`src/rtl/sobel3_grad.sv`:
```
// sobel3_grad: Sobel gradient stage on the 3-row column stream.
// Builds a border-replicated 3x3 window, emits gx/gy/mag/dir.
module sobel3_grad #(
    parameter int DW = 8,
    parameter int CW = 11
) (
    input  logic            clk,
    input  logic            rst_p,
    input  logic            fsync,
    input  logic            hsync,
    input  logic [3*DW-1:0] din,
    input  logic [1:0]      ini_row,
    output logic            ovalid,
    output logic            ofsync,
    output logic [DW+2:0]   gx,
    output logic [DW+2:0]   gy,
    output logic [DW-1:0]   mag,
    output logic [1:0]      dir
);

    localparam int GW = DW + 3;
    localparam int SW = DW + 4;
    localparam int PW = DW + 9;
    localparam logic [PW-1:0] K13 = PW'(13);
    localparam logic [PW-1:0] K77 = PW'(77);
    localparam logic [DW-1:0] PMAX = '1;

    typedef enum logic {
        S_IDLE,
        S_LINE
    } state_t;

    state_t r_state;
    state_t w_state_nx;

    logic            w_start;
    logic            w_accept;
    logic            w_flush;
    logic            w_emit;
    logic            r_hsync_d;
    logic [1:0]      r_ini;
    logic [1:0]      w_ini;
    logic [CW-1:0]   r_col;
    logic [CW-1:0]   w_col_idx;

    logic [DW-1:0]   w_in_t;
    logic [DW-1:0]   w_in_m;
    logic [DW-1:0]   w_in_b;
    logic [3*DW-1:0] w_in_col;

    logic [3*DW-1:0] r_wl;
    logic [3*DW-1:0] r_wc;
    logic [3*DW-1:0] r_wr;
    logic            r_v0;

    logic [DW-1:0]   w_lt, w_lm, w_lb;
    logic [DW-1:0]   w_ct, w_cb;
    logic [DW-1:0]   w_rt, w_rm, w_rb;

    logic [GW-1:0]   w_gx_p, w_gx_n;
    logic [GW-1:0]   w_gy_p, w_gy_n;
    logic [GW-1:0]   w_gx, w_gy;

    logic            r_v1;
    logic [GW-1:0]   r_gx1;
    logic [GW-1:0]   r_gy1;

    logic [GW-1:0]   w_ax, w_ay;
    logic [SW-1:0]   w_sum;
    logic [DW-1:0]   w_mag;
    logic [PW-1:0]   w_ay32;
    logic [PW-1:0]   w_ax13;
    logic [PW-1:0]   w_ax77;
    logic [1:0]      w_dir;

    logic            r_ovalid;
    logic [GW-1:0]   r_gx;
    logic [GW-1:0]   r_gy;
    logic [DW-1:0]   r_mag;
    logic [1:0]      r_dir;
    logic [2:0]      r_fs;

    // A line only begins on a rising hsync inside a valid frame.
    assign w_start = hsync & ~r_hsync_d & fsync;

    // Line tracking: accept columns while active, flush on first gap.
    always_comb begin
        w_state_nx = r_state;
        w_accept   = 1'b0;
        w_flush    = 1'b0;
        unique case (r_state)
            S_IDLE: begin
                if (w_start) begin
                    w_accept   = 1'b1;
                    w_state_nx = S_LINE;
                end
            end
            S_LINE: begin
                if (hsync && fsync) begin
                    w_accept = 1'b1;
                end else begin
                    w_flush    = 1'b1;
                    w_state_nx = S_IDLE;
                end
            end
            default: begin
                w_state_nx = S_IDLE;
            end
        endcase
    end

    // Line state register and edge detector.
    always_ff @(posedge clk) begin
        if (rst_p) begin
            r_state   <= S_IDLE;
            r_hsync_d <= 1'b1;
        end else begin
            r_state   <= w_state_nx;
            r_hsync_d <= hsync;
        end
    end

    // Row flags apply for the whole line; use live value at start.
    assign w_ini  = w_start ? ini_row : r_ini;
    assign w_in_t = din[DW-1:0];
    assign w_in_m = din[2*DW-1:DW];
    assign w_in_b = din[3*DW-1:2*DW];

    assign w_in_col = {
        w_ini[1] ? w_in_m : w_in_b,
        w_in_m,
        w_ini[0] ? w_in_m : w_in_t
    };

    // Column index of the arriving column, saturating.
    always_comb begin
        w_col_idx = r_col;
        if (w_start) begin
            w_col_idx = '0;
        end else if (r_col != '1) begin
            w_col_idx = r_col + CW'(1);
        end
    end

    // Emit the previous column once its right neighbour is known.
    assign w_emit = (w_accept & (w_col_idx != '0)) | w_flush;

    // Latch row flags and column position for the current line.
    always_ff @(posedge clk) begin
        if (rst_p) begin
            r_ini <= 2'b00;
            r_col <= '0;
        end else begin
            if (w_start) begin
                r_ini <= ini_row;
            end
            if (w_accept) begin
                r_col <= w_col_idx;
            end
        end
    end

    // S0: window shift; start replicates left, flush replicates right.
    always_ff @(posedge clk) begin
        if (rst_p) begin
            r_wl <= '0;
            r_wc <= '0;
            r_wr <= '0;
            r_v0 <= 1'b0;
        end else begin
            r_v0 <= w_emit;
            if (w_start) begin
                r_wl <= w_in_col;
                r_wc <= w_in_col;
                r_wr <= w_in_col;
            end else if (w_accept) begin
                r_wl <= r_wc;
                r_wc <= r_wr;
                r_wr <= w_in_col;
            end else if (w_flush) begin
                r_wl <= r_wc;
                r_wc <= r_wr;
            end
        end
    end

    assign w_lt = r_wl[DW-1:0];
    assign w_lm = r_wl[2*DW-1:DW];
    assign w_lb = r_wl[3*DW-1:2*DW];
    assign w_ct = r_wc[DW-1:0];
    assign w_cb = r_wc[3*DW-1:2*DW];
    assign w_rt = r_wr[DW-1:0];
    assign w_rm = r_wr[2*DW-1:DW];
    assign w_rb = r_wr[3*DW-1:2*DW];

    // Weighted sums are non-negative; difference wraps to two's complement.
    assign w_gx_p = GW'(w_rt) + GW'({w_rm, 1'b0}) + GW'(w_rb);
    assign w_gx_n = GW'(w_lt) + GW'({w_lm, 1'b0}) + GW'(w_lb);
    assign w_gy_p = GW'(w_lb) + GW'({w_cb, 1'b0}) + GW'(w_rb);
    assign w_gy_n = GW'(w_lt) + GW'({w_ct, 1'b0}) + GW'(w_rt);
    assign w_gx   = w_gx_p - w_gx_n;
    assign w_gy   = w_gy_p - w_gy_n;

    // S1: register the signed gradients.
    always_ff @(posedge clk) begin
        if (rst_p) begin
            r_v1  <= 1'b0;
            r_gx1 <= '0;
            r_gy1 <= '0;
        end else begin
            r_v1 <= r_v0;
            if (r_v0) begin
                r_gx1 <= w_gx;
                r_gy1 <= w_gy;
            end
        end
    end

    assign w_ax  = r_gx1[GW-1] ? (GW'(0) - r_gx1) : r_gx1;
    assign w_ay  = r_gy1[GW-1] ? (GW'(0) - r_gy1) : r_gy1;
    assign w_sum = SW'(w_ax) + SW'(w_ay);
    assign w_mag = (w_sum > SW'(PMAX)) ? PMAX : w_sum[DW-1:0];

    // Wide enough that 77*|gx| never wraps.
    assign w_ay32 = PW'(w_ay) << 5;
    assign w_ax13 = PW'(w_ax) * K13;
    assign w_ax77 = PW'(w_ax) * K77;

    // Direction sector from tan(22.5)~13/32 and tan(67.5)~77/32.
    always_comb begin
        w_dir = 2'd3;
        if (w_ay32 <= w_ax13) begin
            w_dir = 2'd0;
        end else if (w_ay32 >= w_ax77) begin
            w_dir = 2'd2;
        end else if (r_gx1[GW-1] == r_gy1[GW-1]) begin
            w_dir = 2'd1;
        end
    end

    // S2: magnitude/direction with gradients realigned.
    always_ff @(posedge clk) begin
        if (rst_p) begin
            r_ovalid <= 1'b0;
            r_gx     <= '0;
            r_gy     <= '0;
            r_mag    <= '0;
            r_dir    <= 2'd0;
        end else begin
            r_ovalid <= r_v1;
            if (r_v1) begin
                r_gx  <= r_gx1;
                r_gy  <= r_gy1;
                r_mag <= w_mag;
                r_dir <= w_dir;
            end
        end
    end

    // Frame sync follows the three pipeline stages.
    always_ff @(posedge clk) begin
        if (rst_p) begin
            r_fs <= 3'b000;
        end else begin
            r_fs <= {r_fs[1:0], fsync};
        end
    end

    assign ovalid = r_ovalid;
    assign ofsync = r_fs[2];
    assign gx     = r_gx;
    assign gy     = r_gy;
    assign mag    = r_mag;
    assign dir    = r_dir;

endmodule

```
`config.mk`:
```
export PLATFORM = sky130hd
export DESIGN_NAME = sobel3_grad
export DESIGN_NICKNAME = d
export VERILOG_FILES = /design/src/rtl/sobel3_grad.sv
export SDC_FILE = /design/constraint.sdc
export NUM_CORES = 1
export LEC_CHECK = 0
export ABC_AREA = 1
export ABC_CLOCK_PERIOD_IN_PS = 5750
export BUFFER_PORTS_ARGS = -buffer_cell sky130_fd_sc_hd__clkbuf_2
export CAP_MARGIN = 20
export CORE_ASPECT_RATIO = 0.8
export CORE_MARGIN = 2
export CORE_UTILIZATION = 35
export DETAILED_ROUTE_END_ITERATION = 7
export PLACE_DENSITY = 0.55
export SYNTH_ARGS = -nofsm -noshare
export SYNTH_HDL_FRONTEND = slang
export SYNTH_SLANG_ARGS = --single-unit
export TNS_END_PERCENT = 30
```
`constraint.sdc`:
```
create_clock -name clk -period 5.75 [get_ports clk]
set_input_delay 1.725 -clock clk [delete_from_list [all_inputs] [get_ports clk]]
set_output_delay 1.725 -clock clk [all_outputs]
set_load 0.01 [all_outputs]
```
==> results of run 1 <==
## cell families (layout without fill, tap and decap cells)
group	Yosys count	after routing	synth area share (%)
AOI/OAI and AO/OA	326	326	15.6
DFF	147	147	26.1
buffers and inverters	287	360	9.65
muxes	2	2	0.178
adders and majority gates	196	196	27.4
xor gates and xnor gates	54	54	4.20
and+or+nand+nor	445	445	16.9
## stage by stage
step	instances	area (sq um)	utilization (%)	power, mW	hold WS (ns)
after floorplan	1457	11300	-	1.77	0.388
after global placement	1907	12100	38.3	2.03	0.394
after detailed placement	1908	12100	38.4	2.04	0.397
after CTS	1940	12700	40.3	3.24	0.405
after global routing	1950	13000	41.3	3.46	0.435
final	1950	13000	41.3	3.26	0.404
## report_power, final
group          switching (mW)  internal (mW)  total (mW)  leakage (nW)
Clock                   0.462          0.739        1.20         0.305
Combinational           0.599          0.379       0.979          4.48
Sequential             0.0312           1.05        1.08          1.19
Total                    1.09           2.17        3.26          5.98
## repair_timing
item | in CTS | in global routing
endpoints found under the hold margin | 0 | 0
setup endpoints to repair | 0 | 2
setup buffers | 0 | 10
gates resized for setup | 0 | 45
## registers in the layout, indices dropped and copies added, names as in the netlist
signal	count
dir	2
gx	11
gy	11
mag	8
ovalid	1
r_col	11
r_fs	3
r_gx1	11
r_gy1	11
r_hsync_d	1
r_ini	2
r_state	1
r_v0	1
r_v1	1
r_wc	24
r_wl	24
r_wr	24
## cell type report
| cell class | instances | area (sq um) |
|---|---|---|
| fill | 3265 | 18500 |
| multi-input combinational | 1023 | 7480 |
| sequential | 147 | 2950 |
| inverter | 229 | 860 |
| timing repair buffer | 99 | 604 |
| tap | 420 | 526 |
| clock buffer | 20 | 447 |
| clock inverter | 12 | 178 |
## how the worst min path moves through the flow
| stage | start | end | depth (start not counted) |
|---|---|---|---|
| final | r_fs[0] | r_fs[1] | 2 |
| after global routing | r_fs[0] | r_fs[1] | 2 |
| after CTS | r_fs[0] | r_fs[1] | 2 |
| after detailed placement | r_fs[0] | r_fs[1] | 2 |
| after global placement | r_fs[0] | r_fs[1] | 2 |
| after floorplan | r_fs[0] | r_fs[1] | 2 |
## cell usage after synthesis, types with 3 or more instances
library cell | number | area share [%]
inv_1 | 225 | 7.5
nand2_1 | 210 | 7.0
dfxtp_1 | 147 | 26
a21oi_1 | 128 | 5.7
o21ai_0 | 125 | 5.6
ha_1 | 112 | 12
nor2_1 | 103 | 3.4
fa_1 | 84 | 15
nand3_1 | 83 | 3.7
a31oi_1 | 53 | 2.9
clkbuf_1 | 46 | 1.5
xor2_1 | 43 | 3.3
nor3_1 | 15 | 0.67
nand4_1 | 11 | 0.61
xnor2_1 | 11 | 0.86
nand2_2 | 9 | 0.50
buf_2 | 7 | 0.31
buf_1 | 5 | 0.17
a211oi_1 | 4 | 0.27
nand3_2 | 4 | 0.36
o21bai_1 | 4 | 0.27
a21o_1 | 3 | 0.20
inv_2 | 3 | 0.10
or2_2 | 3 | 0.17
## layer usage
layer / vias up / share of wire (%)
met5: - / 0.11
met4: 2 / 1.6
met3: 37 / 7.6
met2: 290 / 39
met1: 4625 / 52
li1: 4890 / -
## worst min-delay path, cell delays in order (launching register included)
cell	delay, ns
dfxtp_1	0.30
inv_1	0.04
nor2_1	0.03
==> qor.yml, run 1 <==
synthesis:
  synthFlopType: "dfxtp_1"
  syn_area_per_cell_sq_um: 7.73
  syn_nets: 1683
  synth_area_sq_um: 11300
  synth.distinct_cells: 37
  synth_enable_flop_cells: 0
  syn_inst: 1457
  ys_seq_area_share_pct: 26.1
  yosysWarnings: 0
  synth-seq-cells: 147
  async_reset_ff_share_pct: 0
worst_setup_path:
  worstPathArrival_ns: 5.72
  rrSetupSlack_ns: 0.40
  crit_type: "register to register"
  endpoint: "dir[1]"
  r2r_start: "r_gx1[1]"
  timing.rr.end: "dir[1]"
  worst-r2r-cell-count: 28
  crit_path_max_incr_delay_ns: 0.53
  crit_family: "adder cells"
  cp.required_ns: 6.12
  end_kind: "register"
  crit_top_cell: "nand2_1"
  path_depth: 28
  startpoint: "r_gx1[1]"
  crit_fanout: 5
  cp_num_buf_inv: 3
  start_kind: "register"
  cp_slowest_cell: "fa_1"
floorplanning:
  die_area_sq_um: 33600
  num_rows: 58
  start_util_pct: 35.7
  die_width_microns: 205
  ioPinCount: 64
  die_h_microns: 164
  core_area_sq_um: 31600
global_route:
  grt_remaining_overflow: 0
  grt_max_degree: 56
  busiest_layer: "met1"
  antenna_found_initial: 0
  grt_usage_pct: 19.3
  met1_usage_pct: 29.0
  grt_pass1_wl_microns: 50300
  grtUsageMet2_pct: 26.7
  grt_pass1_vias: 9342
  grt_util_met3_pct: 5.09
power_and_ir_drop:
  peakVddDrop_mv: 0.210
  pwr_density_cell_nw_per_um2: 250
  cellLeakagePower_nw: 5.98
final_layout:
  syn_to_final_growth_pct: 15.9
  nNetsFinal: 1743
  diodes: 0
  drive_above_1_share_pct: 12.5
  final_cell_mix: "inv_1 (221), nand2_1 (207), dfxtp_1 (144)"
  layout_commonest_cell: "inv_1"
sta:
  finalSetupTns_ns: 0
  rsz0062_at_grt: "no"
  slew_viol_final: 0
  period_minus_slack_ns: 5.35
  slew_headroom_pct: 41.9
  max_freq_mhz: 187
  period_share_pct: 93.1
  finalSetupViolations: 0
  tightest_slew_ns: 0.867
  setup_ws_ns: 0.395
  hold_violations: 0
  fin_skew_ns: 0.0148
cts:
  clk_latency_ns: 0.44
  holdBufCountCts: 0
  htreeDepth: 4
  cts_made_buffers: 17
  clock-sinks: 147
  clk_path_buf_depth: 2
  cts_root_buffer: "clkbuf_16"
  clk_pin_slew_ns: 0.06
  cts_tree: "built"
route:
  wl_per_cell_microns: 16.1
  ant_nets: 0
  drc: 0
  drt_iter0_drc: 688
  avgViaCountPerCell: 5.05
  route.vias.total: 9844
  drt_wl_total_microns: 31400
  drt_first_pass_iters: 5
placed_design:
  place_ws_ns: 0.0758
  portBuffers: 63
  dp_hpwl_microns: 23800
  routabilityCongestion: 0.904
status:
  status: "complete, no violations"
hold_path:
  hold_class: "register to register"
flow_run:
  max-cap-violations: 0
No activity file was read; power rests on OpenSTA's default activity.
==> run 2, diff against run 1 <==
CORE_MARGIN = 1.5   (was 2)
==> run 2 against run 1 <==
Net effect:
- clock-buffer cell count fell by 1
- critical path depth rose by 3
- combinational power fell by 1%
- sequential share of layout area rose by 0.30 points
- total power fell by 2.4%
- worst hold slack improved by 0.0028 ns
- die area fell by 1.1%
- register-to-register slack improved by 0.02 ns
- final area fell by 1.2%
- routed wire length barely moved
- worst setup slack improved by 0.017 ns
- core utilization fell by 0.52 points
==> qor.yml, run 2 (synthesized netlist as in run 1, its figures left out) <==
global_route:
  antenna_found_initial: 0  # unchanged
  grt_remaining_overflow: 0  # unchanged
  grt_usage_pct: 19.6  # was 19.3%
  grt_pass1_vias: 9432  # was 9342
  grt_pass1_wl_microns: 51000  # was 50300 microns
  grt_max_degree: 54  # was 56
final_layout:
  utilization_pct: 40.8  # was 41.3%
  largestRegisters: "r_wc x24, r_wl x24, r_wr x24"  # unchanged
  layout_commonest_cell: "inv_1"  # unchanged
  drive_above_1_share_pct: 11.7  # was 12.5%
  final_cell_area_sq_um: 12900  # was 13000 sq um
  diodes: 0  # unchanged
  nNetsFinal: 1737  # was 1743
  instances_no_fill: 1944  # was 1950
  syn_to_final_growth_pct: 14.4  # was 15.9%
  final_cell_mix: "inv_1 (221), nand2_1 (208), dfxtp_1 (142)"  # was inv_1 (221), nand2_1 (207), dfxtp_1 (144)
placed_design:
  routabilityCongestion: 0.941  # was 0.904
  placed_cells: 1907  # was 1908
  portBuffers: 63  # unchanged
  dp_hpwl_microns: 24100  # was 23800 microns
  placed_area_sq_um: 12100  # about the same
floorplanning:
  start_util_pct: 35.7  # unchanged
  die_h_microns: 163  # was 164 microns
  core_area_sq_um: 31600  # unchanged
  die_area_sq_um: 33300  # was 33600 sq um
  die_width_microns: 204  # was 205 microns
  ioPinCount: 64  # unchanged
  num_rows: 58  # unchanged
cts:
  clk_path_buf_depth: 2  # unchanged
  cts_tree: "built"  # unchanged
  cts_made_buffers: 17  # unchanged
  htreeDepth: 4  # unchanged
  clk_pin_slew_ns: 0.07  # was 0.06 ns
  clk_latency_ns: 0.44  # about the same
  holdBufCountCts: 0  # unchanged
  clock-sinks: 147  # unchanged
  cts_root_buffer: "clkbuf_16"  # unchanged
power_and_ir_drop:
  p_sw_share_pct: 34.7  # was 33.5%
  cellLeakagePower_nw: 5.93  # was 5.98 nW
  switching_power_mw: 1.10  # was 1.09 mW
  clock_power_share_pct: 35.7  # was 36.8%
  p_seq_share_pct: 33.9  # was 33.1%
  combPwrFrac_pct: 30.4  # was 30.0%
  pwr_density_cell_nw_per_um2: 247  # was 250 nW/um^2
  p_int_mw: 2.08  # was 2.17 mW
  peakVddDrop_mv: 0.255  # was 0.210 mV
hold_path:
  hold_start: "r_fs[0]"  # unchanged
  hold_path_end: "r_fs[1]"  # unchanged
  min_path_cells: 2  # unchanged
  hold_class: "register to register"  # unchanged
route:
  drt_first_pass_iters: 5  # unchanged
  drt_iter0_drc: 703  # was 688
  ant_nets: 0  # unchanged
  drt_wl_total_microns: 31400  # about the same
  avgViaCountPerCell: 5.02  # was 5.05
  wl_per_cell_microns: 16.1  # about the same
  route.vias.total: 9754  # was 9844
  drc: 0  # unchanged
worst_setup_path:
  crit_type: "register to register"  # unchanged
  start_kind: "register"  # unchanged
  cp_slowest_cell: "fa_1"  # unchanged
  crit_fanout: 6  # was 5
  cp.required_ns: 6.12  # about the same
  crit_path_max_incr_delay_ns: 0.54  # was 0.53 ns
  startpoint: "r_gx1[0]"  # was r_gx1[1]
  rrSetupSlack_ns: 0.41  # was 0.40 ns
  end_kind: "register"  # unchanged
  crit_top_cell: "nand2_1"  # unchanged
  worst-r2r-cell-count: 31  # was 28
  timing.rr.end: "dir[1]"  # unchanged
  worstPathArrival_ns: 5.70  # was 5.72 ns
  r2r_start: "r_gx1[0]"  # was r_gx1[1]
sta:
  whs_ns: 0.407  # was 0.404 ns
  period_minus_slack_ns: 5.34  # was 5.35 ns
  slew_headroom_pct: 35.1  # was 41.9%
  max_freq_mhz: 187  # about the same
  tightest_slew_ns: 0.972  # was 0.867 ns
  finalSetupViolations: 0  # unchanged
  slew_viol_final: 0  # unchanged
  finalSetupTns_ns: 0  # unchanged
  fin_skew_ns: 0.0180  # was 0.0148 ns
  period_share_pct: 92.8  # was 93.1%
  hold_violations: 0  # unchanged
status:
  status: "complete, no violations"  # unchanged
flow_run:
  max-cap-violations: 0  # unchanged
run 2: final cells by class:
class | count | area (sq um)
fill | 3271 | 18700
multi-input combinational | 1023 | 7400
sequential | 147 | 2950
inverter | 229 | 860
timing repair buffer | 93 | 556
tap | 420 | 526
clock buffer | 19 | 443
clock inverter | 13 | 149
run 2: what timing repair did:
| item | 4_1_cts | 5_1_grt |
|---|---|---|
| setup endpoints to repair | 0 | 2 |
| setup buffers | 0 | 5 |
| resized for setup | 0 | 35 |
run 2: how the worst max path moves through the flow:
stage	cells after the start	end	slack [ns]
6_report	31	dir[1]	0.41
3_3_place_gp	28	dir[1]	0.24
5_1_grt	29	dir[1]	-0.02
3_5_place_dp	28	dir[1]	0.11
4_1_cts	28	dir[1]	0.08
2_1_floorplan	29	dir[1]	0.47
run 2: worst max-delay path, delay by kind of cell, from the launching register on:
kind | cells | cell delay (ns)
adders and majority gates | 5 | 1.98
and+or+nand+nor | 17 | 1.87
AOI/OAI and AO/OA | 3 | 0.49
xor gates and xnor gates | 2 | 0.36
DFF | 1 | 0.34
buffers and inverters | 4 | 0.24
run 2: per-layer routing:
| layer | global-route usage, % | part of all wire, % |
|---|---|---|
| met3 | 5.41 | 7.5 |
| met2 | 27.1 | 39 |
| met5 | 0 | 0 |
| met1 | 30.1 | 53 |
| met4 | 3.64 | 0.69 |
run 2: through the flow:
| step | total power [mW] | setup WS (ns) |
|---|---|---|
| 6_report | 3.18 | 0.413 |
| 5_1_grt | 3.39 | -0.0187 |
| 2_1_floorplan | 1.77 | 0.470 |
| 3_3_place_gp | 2.03 | 0.243 |
| 3_5_place_dp | 2.04 | 0.113 |
| 4_1_cts | 3.18 | 0.0823 |
run 2: power groups by stage:
stage | sequential (mW) | clock (mW) | combinational [mW]
global placement | 1.10 | 0 | 0.925
global route | 1.08 | 1.20 | 1.10
finish | 1.08 | 1.14 | 0.968
detailed placement | 1.10 | 0 | 0.936
CTS | 1.08 | 1.16 | 0.943
floorplan | 1.09 | 0 | 0.678
==> run 3, diff against run 2 <==
CELL_PAD_IN_SITES_DETAIL_PLACEMENT = 1   (was not set)
CELL_PAD_IN_SITES_GLOBAL_PLACEMENT = 1   (was not set)
PLACE_DENSITY = 0.68   (was 0.55)
==> run 3 against run 2 <==
Net effect:
- non-clock buffer count increased by 1
- worst hold slack gained 0.0026 ns
- die area unchanged
- critical endpoint unchanged
==> qor.yml, run 3 (synthesized netlist as in run 1, its figures left out) <==
sta:
  setup_ws_ns: 0.283  # was 0.413 ns
  period_share_pct: 95.1  # was 92.8%
  fin_skew_ns: 0.0152  # was 0.0180 ns
  slew_viol_final: 0  # unchanged
  max_freq_mhz: 183  # was 187 MHz
  slew_headroom_pct: 34.8  # was 35.1%
  tightest_slew_ns: 0.968  # was 0.972 ns
  finalSetupViolations: 0  # unchanged
  period_minus_slack_ns: 5.47  # was 5.34 ns
  hold_violations: 0  # unchanged
worst_setup_path:
  worstPathArrival_ns: 5.84  # was 5.70 ns
  crit_type: "register to register"  # unchanged
  crit_path_max_incr_delay_ns: 0.55  # was 0.54 ns
  crit_top_cell: "nand2_1"  # unchanged
  start_kind: "register"  # unchanged
  rrSetupSlack_ns: 0.28  # was 0.41 ns
  cp_slowest_cell: "fa_1"  # unchanged
  crit_fanout: 5  # was 6
  cp.required_ns: 6.12  # about the same
  end_kind: "register"  # unchanged
final_layout:
  drive_above_1_share_pct: 11.0  # was 11.7%
  diodes: 0  # unchanged
  final_cell_mix: "inv_1 (223), nand2_1 (209), dfxtp_1 (144)"  # was inv_1 (221), nand2_1 (208), dfxtp_1 (142)
  largestRegisters: "r_wc x24, r_wl x24, r_wr x24"  # unchanged
  layout_commonest_cell: "inv_1"  # unchanged
  nNetsFinal: 1738  # was 1737
  syn_to_final_growth_pct: 14.0  # was 14.4%
floorplanning:
  start_util_pct: 35.7  # unchanged
  die_area_sq_um: 33300  # unchanged
  ioPinCount: 64  # unchanged
  num_rows: 58  # unchanged
  die_h_microns: 163  # unchanged
  die_width_microns: 204  # unchanged
  core_area_sq_um: 31600  # unchanged
global_route:
  grt_usage_pct: 21.6  # was 19.6%
  grt_max_degree: 100  # was 54
  grt_pass1_vias: 10300  # was 9432
  grt_pass1_wl_microns: 56200  # was 51000 microns
  antenna_found_initial: 1  # was 0
  grt_remaining_overflow: 0  # unchanged
placed_design:
  portBuffers: 63  # unchanged
  routabilityCongestion: 0.926  # was 0.941
  dp_hpwl_microns: 27100  # was 24100 microns
  place_ws_ns: 0.0831  # was 0.113 ns
route:
  route.vias.total: 10000  # was 9754
  drt_wl_total_microns: 35100  # was 31400 microns
  drt_iter0_drc: 541  # was 703
  wl_per_cell_microns: 18.1  # was 16.1 microns
  avgViaCountPerCell: 5.16  # was 5.02
  drt_first_pass_iters: 5  # unchanged
  ant_nets: 0  # unchanged
  drc: 0  # unchanged
power_and_ir_drop:
  pwr_density_cell_nw_per_um2: 250  # was 247 nW/um^2
  peakVddDrop_mv: 0.209  # was 0.255 mV
  power.total_mw: 3.21  # was 3.18 mW
  cellLeakagePower_nw: 5.93  # about the same
flow_run:
  max-cap-violations: 0  # unchanged
cts:
  clk_pin_slew_ns: 0.07  # about the same
  cts_root_buffer: "clkbuf_16"  # unchanged
  clock-sinks: 147  # unchanged
  cts_tree: "built"  # unchanged
  clk_latency_ns: 0.44  # about the same
  clk_path_buf_depth: 2  # unchanged
  htreeDepth: 4  # unchanged
  cts_made_buffers: 17  # unchanged
hold_path:
  hold_class: "register to register"  # unchanged
status:
  status: "complete, no violations"  # unchanged
[run 3: repair_timing]
item                                    in CTS  in global routing
hold endpoints to repair                     0                  0
gates resized for setup                      0                 20
endpoints found under the setup margin       0                  2
hold buffers                                 0                  0
setup buffers                                0                  5
[run 3: area by class of cell]
class / instances / area [sq um]
clock inverter: 12 / 146
clock buffer: 20 / 447
timing repair buffer: 94 / 571
tap: 420 / 526
fill: 3865 / 18700
inverter: 229 / 860
sequential: 147 / 2950
multi-input combinational: 1023 / 7350
[run 3: worst paths after layout]
kind,end,from,cells after the start
max,dir[1],r_gx1[0],28
min,r_fs[1],r_fs[0],2
max reg2reg,dir[1],r_gx1[0],28
min reg2reg,r_fs[1],r_fs[0],2
[run 3: report_power, final]
| part | internal, mW | switching [mW] | total (mW) |
|---|---|---|---|
| registers | 1.05 | 0.0317 | 1.08 |
| clock network | 0.660 | 0.496 | 1.16 |
| logic | 0.372 | 0.603 | 0.975 |
| total | 2.08 | 1.13 | 3.21 |
[run 3: metrics by stage]
stage	util [%]	hold slack [ns]	cells	setup TNS (ns)	instance area, sq um
global placement	38.3	0.393	1907	0	12100
finish	40.7	0.410	1945	0	12800
global route	40.7	0.416	1945	-0.0120	12800
floorplan	-	0.388	1457	0	11300
CTS	40.2	0.412	1939	0	12700
detailed placement	38.3	0.401	1907	0	12100
[run 3: routing by layer]
layer | GRT usage (%) | share of wire, % | up-vias
met5 | 0 | 0.028 | -
met4 | 4.04 | 1.1 | 2
met3 | 3.73 | 4.4 | 30
met2 | 32.4 | 42 | 213
met1 | 32.4 | 53 | 4922
li1 | - | - | 4875
[run 3: worst max-delay path, delay by kind of cell, from the launching register on]
kind	cells	cell delay, ns
adders and majority gates	7	2.53
and+or+nand+nor	11	1.29
AOI/OAI and AO/OA	5	0.76
DFF	1	0.33
xor gates and xnor gates	2	0.30
buffers and inverters	3	0.22
